## src/rtl/ldm_stm_seq_pkg.sv

```systemverilog
// Shared types and helpers for the LDM/STM block-transfer sequencer.
// Provides the FSM state enum, sizing constants and a popcount helper.
package ldm_stm_seq_pkg;

  localparam int NREG       = 16;
  localparam int REG_IDX_W  = 4;
  localparam int WORD_BYTES = 4;

  typedef enum logic [1:0] {
    IDLE,
    XFER,
    WB,
    DONE
  } state_t;

  function automatic logic [4:0] popcount(
    input logic [NREG-1:0] v
  );
    logic [4:0] c;
    c = '0;
    for (int i = 0; i < NREG; i++)
      c = c + 5'(v[i]);
    return c;
  endfunction

endpackage

```

## src/rtl/ldm_stm_seq_lsb_pick16.sv

```systemverilog
// Lowest-set-bit picker for a 16-bit register mask.
// Ports: mask in; idx = lowest set index, valid = mask non-zero.
module lsb_pick16
  import ldm_stm_seq_pkg::*;
(
  input  logic [NREG-1:0]      mask,
  output logic [REG_IDX_W-1:0] idx,
  output logic                 valid
);

  // Scan downward so the lowest set bit is the last to win.
  always_comb begin
    idx   = '0;
    valid = |mask;
    for (int i = NREG - 1; i >= 0; i--)
      if (mask[i])
        idx = REG_IDX_W'(i);
  end

endmodule

```

## src/rtl/ldm_stm_seq.sv

```systemverilog
// LDM/STM sequencer: one memory word per set list bit, ascending order,
// then optional base writeback. Drives the register-file rm read port
// and write port; memory side is a req/ack handshake.
module ldm_stm_seq
  import ldm_stm_seq_pkg::*;
#(
  parameter int DATA_W = 32,
  parameter int ADDR_W = 32,
  parameter int NREG   = 16
) (
  input  logic                 clk,
  input  logic                 rst,
  input  logic                 start,
  input  logic                 is_load,
  input  logic                 up,
  input  logic                 pre,
  input  logic                 wb,
  input  logic [REG_IDX_W-1:0] base_rn,
  input  logic [ADDR_W-1:0]    base_val,
  input  logic [NREG-1:0]      reg_list,
  output logic                 busy,
  output logic                 done,
  output logic                 mem_req,
  output logic                 mem_we,
  output logic [ADDR_W-1:0]    mem_addr,
  output logic [DATA_W-1:0]    mem_wdata,
  input  logic                 mem_ack,
  input  logic [DATA_W-1:0]    mem_rdata,
  output logic [REG_IDX_W-1:0] rm_addr,
  input  logic [DATA_W-1:0]    rm_data,
  output logic [REG_IDX_W-1:0] rd_addr,
  output logic [DATA_W-1:0]    rd_wdata,
  output logic                 w_en
);

  localparam logic [ADDR_W-1:0] WSTEP = ADDR_W'(WORD_BYTES);

  state_t                 state;
  state_t                 nxt;
  logic [NREG-1:0]        mask;
  logic [NREG-1:0]        mask_rest;
  logic [ADDR_W-1:0]      cur_addr;
  logic [ADDR_W-1:0]      fin_base;
  logic                   ld_q;
  logic                   wb_q;
  logic                   hit_q;
  logic [REG_IDX_W-1:0]   rn_q;
  logic [REG_IDX_W-1:0]   cur;
  logic                   cur_vld;
  logic [4:0]             cnt;
  logic [ADDR_W-1:0]      span;
  logic [ADDR_W-1:0]      first_addr;
  logic [ADDR_W-1:0]      end_base;

  lsb_pick16 u_pick (
    .mask  (mask),
    .idx   (cur),
    .valid (cur_vld)
  );

  assign cnt       = popcount(reg_list);
  assign span      = ADDR_W'(cnt) << 2;
  assign mask_rest = mask & ~(NREG'(1) << cur);
  assign end_base  = up ? base_val + span
                        : base_val - span;

  always_comb begin
    first_addr = base_val;
    unique case (1'b1)
      ( up &  pre): first_addr = base_val + WSTEP;
      (~up & ~pre): first_addr = base_val - span + WSTEP;
      (~up &  pre): first_addr = base_val - span;
      default:      first_addr = base_val;
    endcase
  end

  always_ff @(posedge clk or posedge rst) begin
    if (rst)
      state <= IDLE;
    else
      state <= nxt;
  end

  always_ff @(posedge clk or posedge rst) begin
    if (rst) begin
      mask     <= '0;
      cur_addr <= '0;
      fin_base <= '0;
      ld_q     <= 1'b0;
      wb_q     <= 1'b0;
      hit_q    <= 1'b0;
      rn_q     <= '0;
    end else if (state == IDLE && start) begin
      mask     <= reg_list;
      cur_addr <= first_addr;
      fin_base <= end_base;
      ld_q     <= is_load;
      wb_q     <= wb;
      hit_q    <= reg_list[base_rn];
      rn_q     <= base_rn;
    end else if (state == XFER && mem_ack) begin
      mask     <= mask_rest;
      cur_addr <= cur_addr + WSTEP;
    end
  end

  always_comb begin
    nxt       = state;
    busy      = 1'b0;
    done      = 1'b0;
    mem_req   = 1'b0;
    mem_we    = 1'b0;
    mem_addr  = '0;
    mem_wdata = '0;
    rm_addr   = '0;
    rd_addr   = '0;
    rd_wdata  = '0;
    w_en      = 1'b0;
    unique case (state)
      IDLE: begin
        if (start) begin
          if (cnt != 5'd0)
            nxt = XFER;
          else
            nxt = wb ? WB : DONE;
        end
      end
      XFER: begin
        busy      = 1'b1;
        mem_req   = cur_vld;
        mem_we    = ~ld_q;
        mem_addr  = cur_addr;
        rm_addr   = cur;
        mem_wdata = rm_data;
        if (mem_ack) begin
          if (ld_q) begin
            w_en     = 1'b1;
            rd_addr  = cur;
            rd_wdata = mem_rdata;
          end
          if (mask_rest == '0)
            nxt = wb_q ? WB : DONE;
        end
      end
      WB: begin
        busy = 1'b1;
        // A base register that was itself loaded keeps the loaded word.
        if (!(ld_q && hit_q)) begin
          w_en     = 1'b1;
          rd_addr  = rn_q;
          rd_wdata = DATA_W'(fin_base);
        end
        nxt = DONE;
      end
      DONE: begin
        done = 1'b1;
        nxt  = IDLE;
      end
      default: nxt = IDLE;
    endcase
  end

endmodule

```

## config.mk

```make
export PLATFORM = sky130hd
export DESIGN_NAME = ldm_stm_seq
export DESIGN_NICKNAME = d
export VERILOG_FILES = /design/src/rtl/ldm_stm_seq_pkg.sv /design/src/rtl/ldm_stm_seq_lsb_pick16.sv /design/src/rtl/ldm_stm_seq.sv
export SDC_FILE = /design/constraint.sdc
export NUM_CORES = 1
export LEC_CHECK = 0
export CORE_MARGIN = 2
export CORE_UTILIZATION = 50
export CTS_CLUSTER_SIZE = 24
export DETAILED_ROUTE_END_ITERATION = 7
export GPL_TIMING_DRIVEN = 0
export PLACE_DENSITY = 0.81
export SYNTH_ARGS = -nofsm -noshare
export SYNTH_HDL_FRONTEND = slang
export SYNTH_SLANG_ARGS = --single-unit
export TNS_END_PERCENT = 1
```

## constraint.sdc

```tcl
create_clock -name clk -period 8.6 [get_ports clk]
set_input_delay 1.29 -clock clk [delete_from_list [all_inputs] [get_ports clk]]
set_output_delay 1.29 -clock clk [all_outputs]
set_load 0.01 [all_outputs]
```

After elaboration in Yosys (flattened, before gate mapping). Cells that the tools add are included.

Add/sub/neg operators: 20. Order comparisons: 1. Equality and inequality tests: 6. Shift operators: 1. Muxes and demuxes: 50. Bitwise operators: 8. Reductions and logical operators: 10.

Operator list (count): 2-to-1 mux 32 bit (8); adder 32 x 3 -> 32 bit, second input constant (3); one-hot mux 32 bit (3 select lines) (1); 2-to-1 mux 4 bit (20); one-hot mux 32 bit (2 select lines) (1); adder 5 x 1 -> 5 bit (11); adder 32 x 7 -> 32 bit (1); 2-to-1 mux 16 bit (2); subtractor 32 x 7 -> 32 bit (1); AND 16 bit (1); logical NOT 16 bit (1); NOT 16 bit (1); OR reduction 16 bit (1); left shift 1 x 4 -> 16 bit, first input constant (1); 2-to-1 mux 1 bit (10); 2-to-1 mux 2 bit (4); one-hot mux 2 bit (4 select lines) (1); one-hot mux 4 bit (2 select lines) (1); adder 4 x 1 -> 5 bit (1); less-than comparator 4 x 5 -> 1 bit, second input constant (1); nonzero test 5 bit (1); adder 3 x 1 -> 4 bit (1); binary-select mux 1 bit (select 4 bit) (1); equality test 2 bit, second input constant (2); 13 further kinds (20).

Register bits after elaboration: 89. Input port bits: 124. Output and inout port bits: 109.

Depth between registers and ports, before layout.
Depth in word-level cells: 23. Gate-level depth with buffers: 27. Gate-level depth less buffers: 25.

Modules after synthesis. From an unflattened synthesis, not the netlist that was laid out.

Cells, all modules: 1258. Area, all modules: 9280.2 um2.

Modules (own cells, without submodules): ldm_stm_seq (times used 1, cells each 1224, area each 9103.7 um2); lsb_pick16 (times used 1, cells each 34, area each 176.4 um2).

Least setup slack after synthesis. Ideal clock, no wire load.

Path kind: input port to flip-flop. From: input reg_list[5]. To: register cur_addr[31]. Data arrival time: 7280 ps. Path slack: 1234 ps. Stages on the path: 26. Cell sequence: inv_1 fa_1 inv_1 fa_1 fa_1 inv_1 fa_1 inv_1 ha_1 inv_1 fa_1 nor2b_1 o21a_1 inv_1 ha_1 or3b_2 clkbuf_1 nor2_1 nand2_1 nor4_1 o21ai_0 nor4_1 nand3_1 xnor2_1 or4_1 a32oi_1.

Longest elaborated chain between the ends: 15.

Ends and longest elaborated chain: start: declaration (line ldm_stm_seq.sv:20) `input logic [NREG-1:0] reg_list,`; adder 5 x 1 -> 5 bit (*) (11 in series) (line ldm_stm_seq_pkg.sv:22) `c = c + 5'(v[i]);`; subtractor 32 x 7 -> 32 bit (*) (line ldm_stm_seq.sv:71, ldm_stm_seq.sv:72); adder 32 x 3 -> 32 bit (line ldm_stm_seq.sv:71) `(~up & ~pre): first_addr = base_val - span + WSTEP;`; one-hot mux 32 bit (3 select lines) (*) (line ldm_stm_seq.sv:69) `unique case (1'b1)`; 2-to-1 mux 32 bit (*) (line ldm_stm_seq.sv:93) `end else if (state == IDLE && start) begin`; end signal: assignment (line ldm_stm_seq.sv:95) `cur_addr <= first_addr;`; end signal: assignment (line ldm_stm_seq.sv:103) `cur_addr <= cur_addr + WSTEP;`; end: declaration (line ldm_stm_seq.sv:42) `logic [ADDR_W-1:0] cur_addr;`.

Mark *: on every way between the ends. The rest lies on a longest branch, timed or not. A chain may end at the register's enable or synchronous reset.

Worst setup path in the final report.
From: input reg_list[11]. To: register cur_addr[26].

Longest elaborated chain between the ends: 9.

Ends and longest elaborated chain (line): adder 5 x 1 -> 5 bit (*) (5 in series) (ldm_stm_seq_pkg.sv:22); subtractor 32 x 7 -> 32 bit (*) (ldm_stm_seq.sv:71, ldm_stm_seq.sv:72); adder 32 x 3 -> 32 bit (ldm_stm_seq.sv:71); one-hot mux 32 bit (3 select lines) (*) (ldm_stm_seq.sv:69); 2-to-1 mux 32 bit (*) (ldm_stm_seq.sv:93).

Marked as above.

==> results.md <==
- CTS tree: yes
- Gp weighted congestion: 1.01
- I/O Pins: around 230
- Synth Warn #: 0
- Synth Register Bits: 89
- Clk slew on worst S/H paths: roughly 0.070 ns
- DRC viols: 0
- FF-to-FF Start: mask[15]$_DFFE_PP0P_
- Primary FF master, synth: dfrtp_1
- Hold path endpoint: cur_addr[1]$_DFFE_PP0P_
- ANT nets after route: 0
- IO buf count: 220
- Cell variety after synth: 75
- DRT iter0 DRCs: between 1000 and 1500
- Clock tree buffer depth: 2
- Register area: 2230 um^2
- Via count: 10900
- R2r endpoint: state[0]$_DFFE_PP0P_
- Largest net degree at the start of global routing: 69
- Clk Latency, worst-skew pair: between 0.3 and 0.4 ns
- Synth Cell Area: between 9000 and 10000 um^2
- Worst setup path start: reg_list[11]
- WP buf/inv: 7
- Dpl hpwl: ~31000 um
- CTS Buf Count: 9
- Slowest stage cell, crit path: or4_4
- Internal power: 1.85 mW
- Critical path depth: 25
- Starting Density: 0.513
- WL final: 39000 um
- Share of layout cells above drive strength 1: 0.0445
- Worst min path class: register to register
- Die width: 140 um
- Die Footprint: a little under 20000 um^2
- Syn_nets: 1430
- Status: finished clean
- Fin. Hold Viols: 0
- Leakage: roughly 4.6 nW
- Flop pwr share: 0.229
- Area of the multi-input gates: ~6600 um^2
- P per Cell Area: between 200 and 300 nW/um^2
- Worst vdd ir: about 0.18 mV
- Chip Height: 140 um
- Post-synthesis sequential area ratio: 0.240
- First-pass GRT wire length: approximately 59000 um
- Fmax: approximately 120 MHz
- Worst rel slew slack: 0.171
- EDFF count, synth: 0
- NetSw: about 1.8 mW
- Most common cell after layout, fill and taps aside: clkdlybuf4s50_1
- Non-Filler Instances: approximately 1700
- Crit end category: register
- Top delay family on crit path: adder cells
- CP max stage delay: about 0.60 ns
- CP Launch Type: input pin
- Worst Skew: just over 0.007 ns
- Most frequent cells in the layout: clkdlybuf4s50_1, nand2_1, nor2_1, o21ai_0, dfrtp_1
- Post-DP Area: around 12000 um^2
- Grt ovf: 0
- Critical Path AT: roughly 8.6 ns
- Setup Viol. Count Final: 0
- Max-cap violations: 0
- Min-delay src: cur_addr[1]$_DFFE_PP0P_
- Crit path time final: about 8.4 ns
- Pre-antenna DRT Iters: 6
- Sw frac: 0.493
- Worst Path Max Fanout: 10
- Dpl cells: 1718
- CTS root buffer: clkbuf_16
- Area grow syn2layout: 31.6%
- Vias/cell: 6.26
- Clk pwr share: 0.115
- Hold depth: 2
- Setup slack, reg-to-reg: about 4.6 ns
- Comb pwr share: 0.656
- Routed len/inst: 22.5 um
- Kind of critical path: input pin to register
- H-tree Lvls: 3
- Final cycle utilization of the critical path: 0.971
- Asr flop ratio synth: 1.00
- Vias in the first global route: ~10000
- Hold-fix buffers, CTS: 0
- Pins Over Slew Limit: 0
- Worst Path Required: 8.82 ns
- Fill cell count: approximately 1600
- Antenna violations before repair: 2
- Slew @ Worst Pin: 1.23 ns
- Rows: just under 50
- Post-Synthesis Cells: 1268
- GRT Util Overall: 0.390
- Core area: between 15000 and 20000 um^2
- Clock sinks: just under 90
- Syn avg cell area: about 7.3 um^2
- # nets final: between 1500 and 2000
- Final Cell Area: around 12000 um^2
- Worst R2R Path Depth: 10
[worst register-to-register path, cell delays in order, from the launching register on]
cell and delay (ns):
dfrtp_1 0.46, nor2_1 0.10, o31ai_1 0.24, a21oi_1 0.13, nor4_1 1.00, nand2_1 0.45, o31ai_1 0.36, nand2_1 0.08
a2111oi_0 0.47, a41oi_1 0.29, mux2_2 0.34
[cell usage after synthesis, types with 16 or more instances]
master,n,area (um^2)
a211oi_1,16,120
a21oi_1,55,275
a22oi_1,42,315
and2_1,75,469
clkbuf_1,78,293
dfrtp_1,89,2230
ha_1,26,325
inv_1,58,218
nand2_1,177,664
nand3_1,42,210
nor2_1,121,454
nor3_1,37,185
nor4_1,16,100
o21ai_0,100,500
xnor2_1,80,701
xor2_1,30,263
[per-layer routing]
metal	vias to the layer above	share of wire	track usage
met5	-	0.00023	0
met4	2	0.051	0.179
met3	135	0.10	0.0831
met2	684	0.46	0.643
met1	5121	0.38	0.491
li1	4917	-	-
[logic make-up after synthesis]
kind of cell / count (synthesis) / share of synthesized area
AND/OR/NAND/NOR: 558 / 0.294
multiplexers: 17 / 0.0262
adder cells (fa/ha/maj): 39 / 0.0620
XOR/XNOR: 110 / 0.104
buffers and inverters: 148 / 0.0609
AO/OA/AOI/OAI: 307 / 0.213
flip-flops: 89 / 0.240
[metrics by stage]
stage	setup slack (ns)	total power, mW	utilization	TNS (ns)	hold slack, ns
floorplan	1.23	2.17	-	0	0.438
global placement	-0.849	3.09	0.651	-7.51	0.453
detailed placement	-0.893	3.14	0.652	-8.63	0.458
CTS	-0.0850	3.57	0.671	-0.0886	0.473
global route	-0.0264	3.89	0.675	-0.0558	0.507
finish	0.248	3.65	0.675	0	0.470
[worst max-delay path by stage]
| stage | slack, ns | endpoint |
|---|---|---|
| 5_1_grt | -0.03 | cur_addr[23]$_DFFE_PP0P_ |
| 6_report | 0.25 | cur_addr[26]$_DFFE_PP0P_ |
| 4_1_cts | -0.08 | cur_addr[31]$_DFFE_PP0P_ |
| 2_1_floorplan | 1.23 | cur_addr[31]$_DFFE_PP0P_ |
| 3_5_place_dp | -0.89 | cur_addr[31]$_DFFE_PP0P_ |
| 3_3_place_gp | -0.85 | cur_addr[31]$_DFFE_PP0P_ |
[what timing repair did]
action	4_1_cts	5_1_grt
resized for setup	7	12
setup endpoints to repair	11	18
setup buffers	0	1
pin swaps	1	1
[flip-flops by register name (all words and copies together) (netlist names)]
signal and flops:
cur_addr 32, fin_base 32, mask 16, rn_q 4
state 2, hit_q 1, ld_q 1, wb_q 1
[power by group through the flow]
| stage | Clock, mW | Combinational (mW) | Sequential, mW |
|---|---|---|---|
| after global routing | 0.435 | 2.59 | 0.858 |
| after floorplan | 0 | 1.41 | 0.754 |
| after detailed placement | 0 | 2.31 | 0.832 |
| after CTS | 0.419 | 2.33 | 0.828 |
| final | 0.419 | 2.39 | 0.837 |
| after global placement | 0 | 2.26 | 0.830 |
[final cells by class]
cell class	count	area share
diodes	1	0.000205
well taps	229	0.0235
multi-input cells	1031	0.540
repair buffers	222	0.183
clock inverters	5	0.00512
flip-flops and latches	89	0.182
plain buffers	89	0.0283
clock buffers	11	0.0199
inverters	58	0.0180
Power figures use the tool's default switching activity.
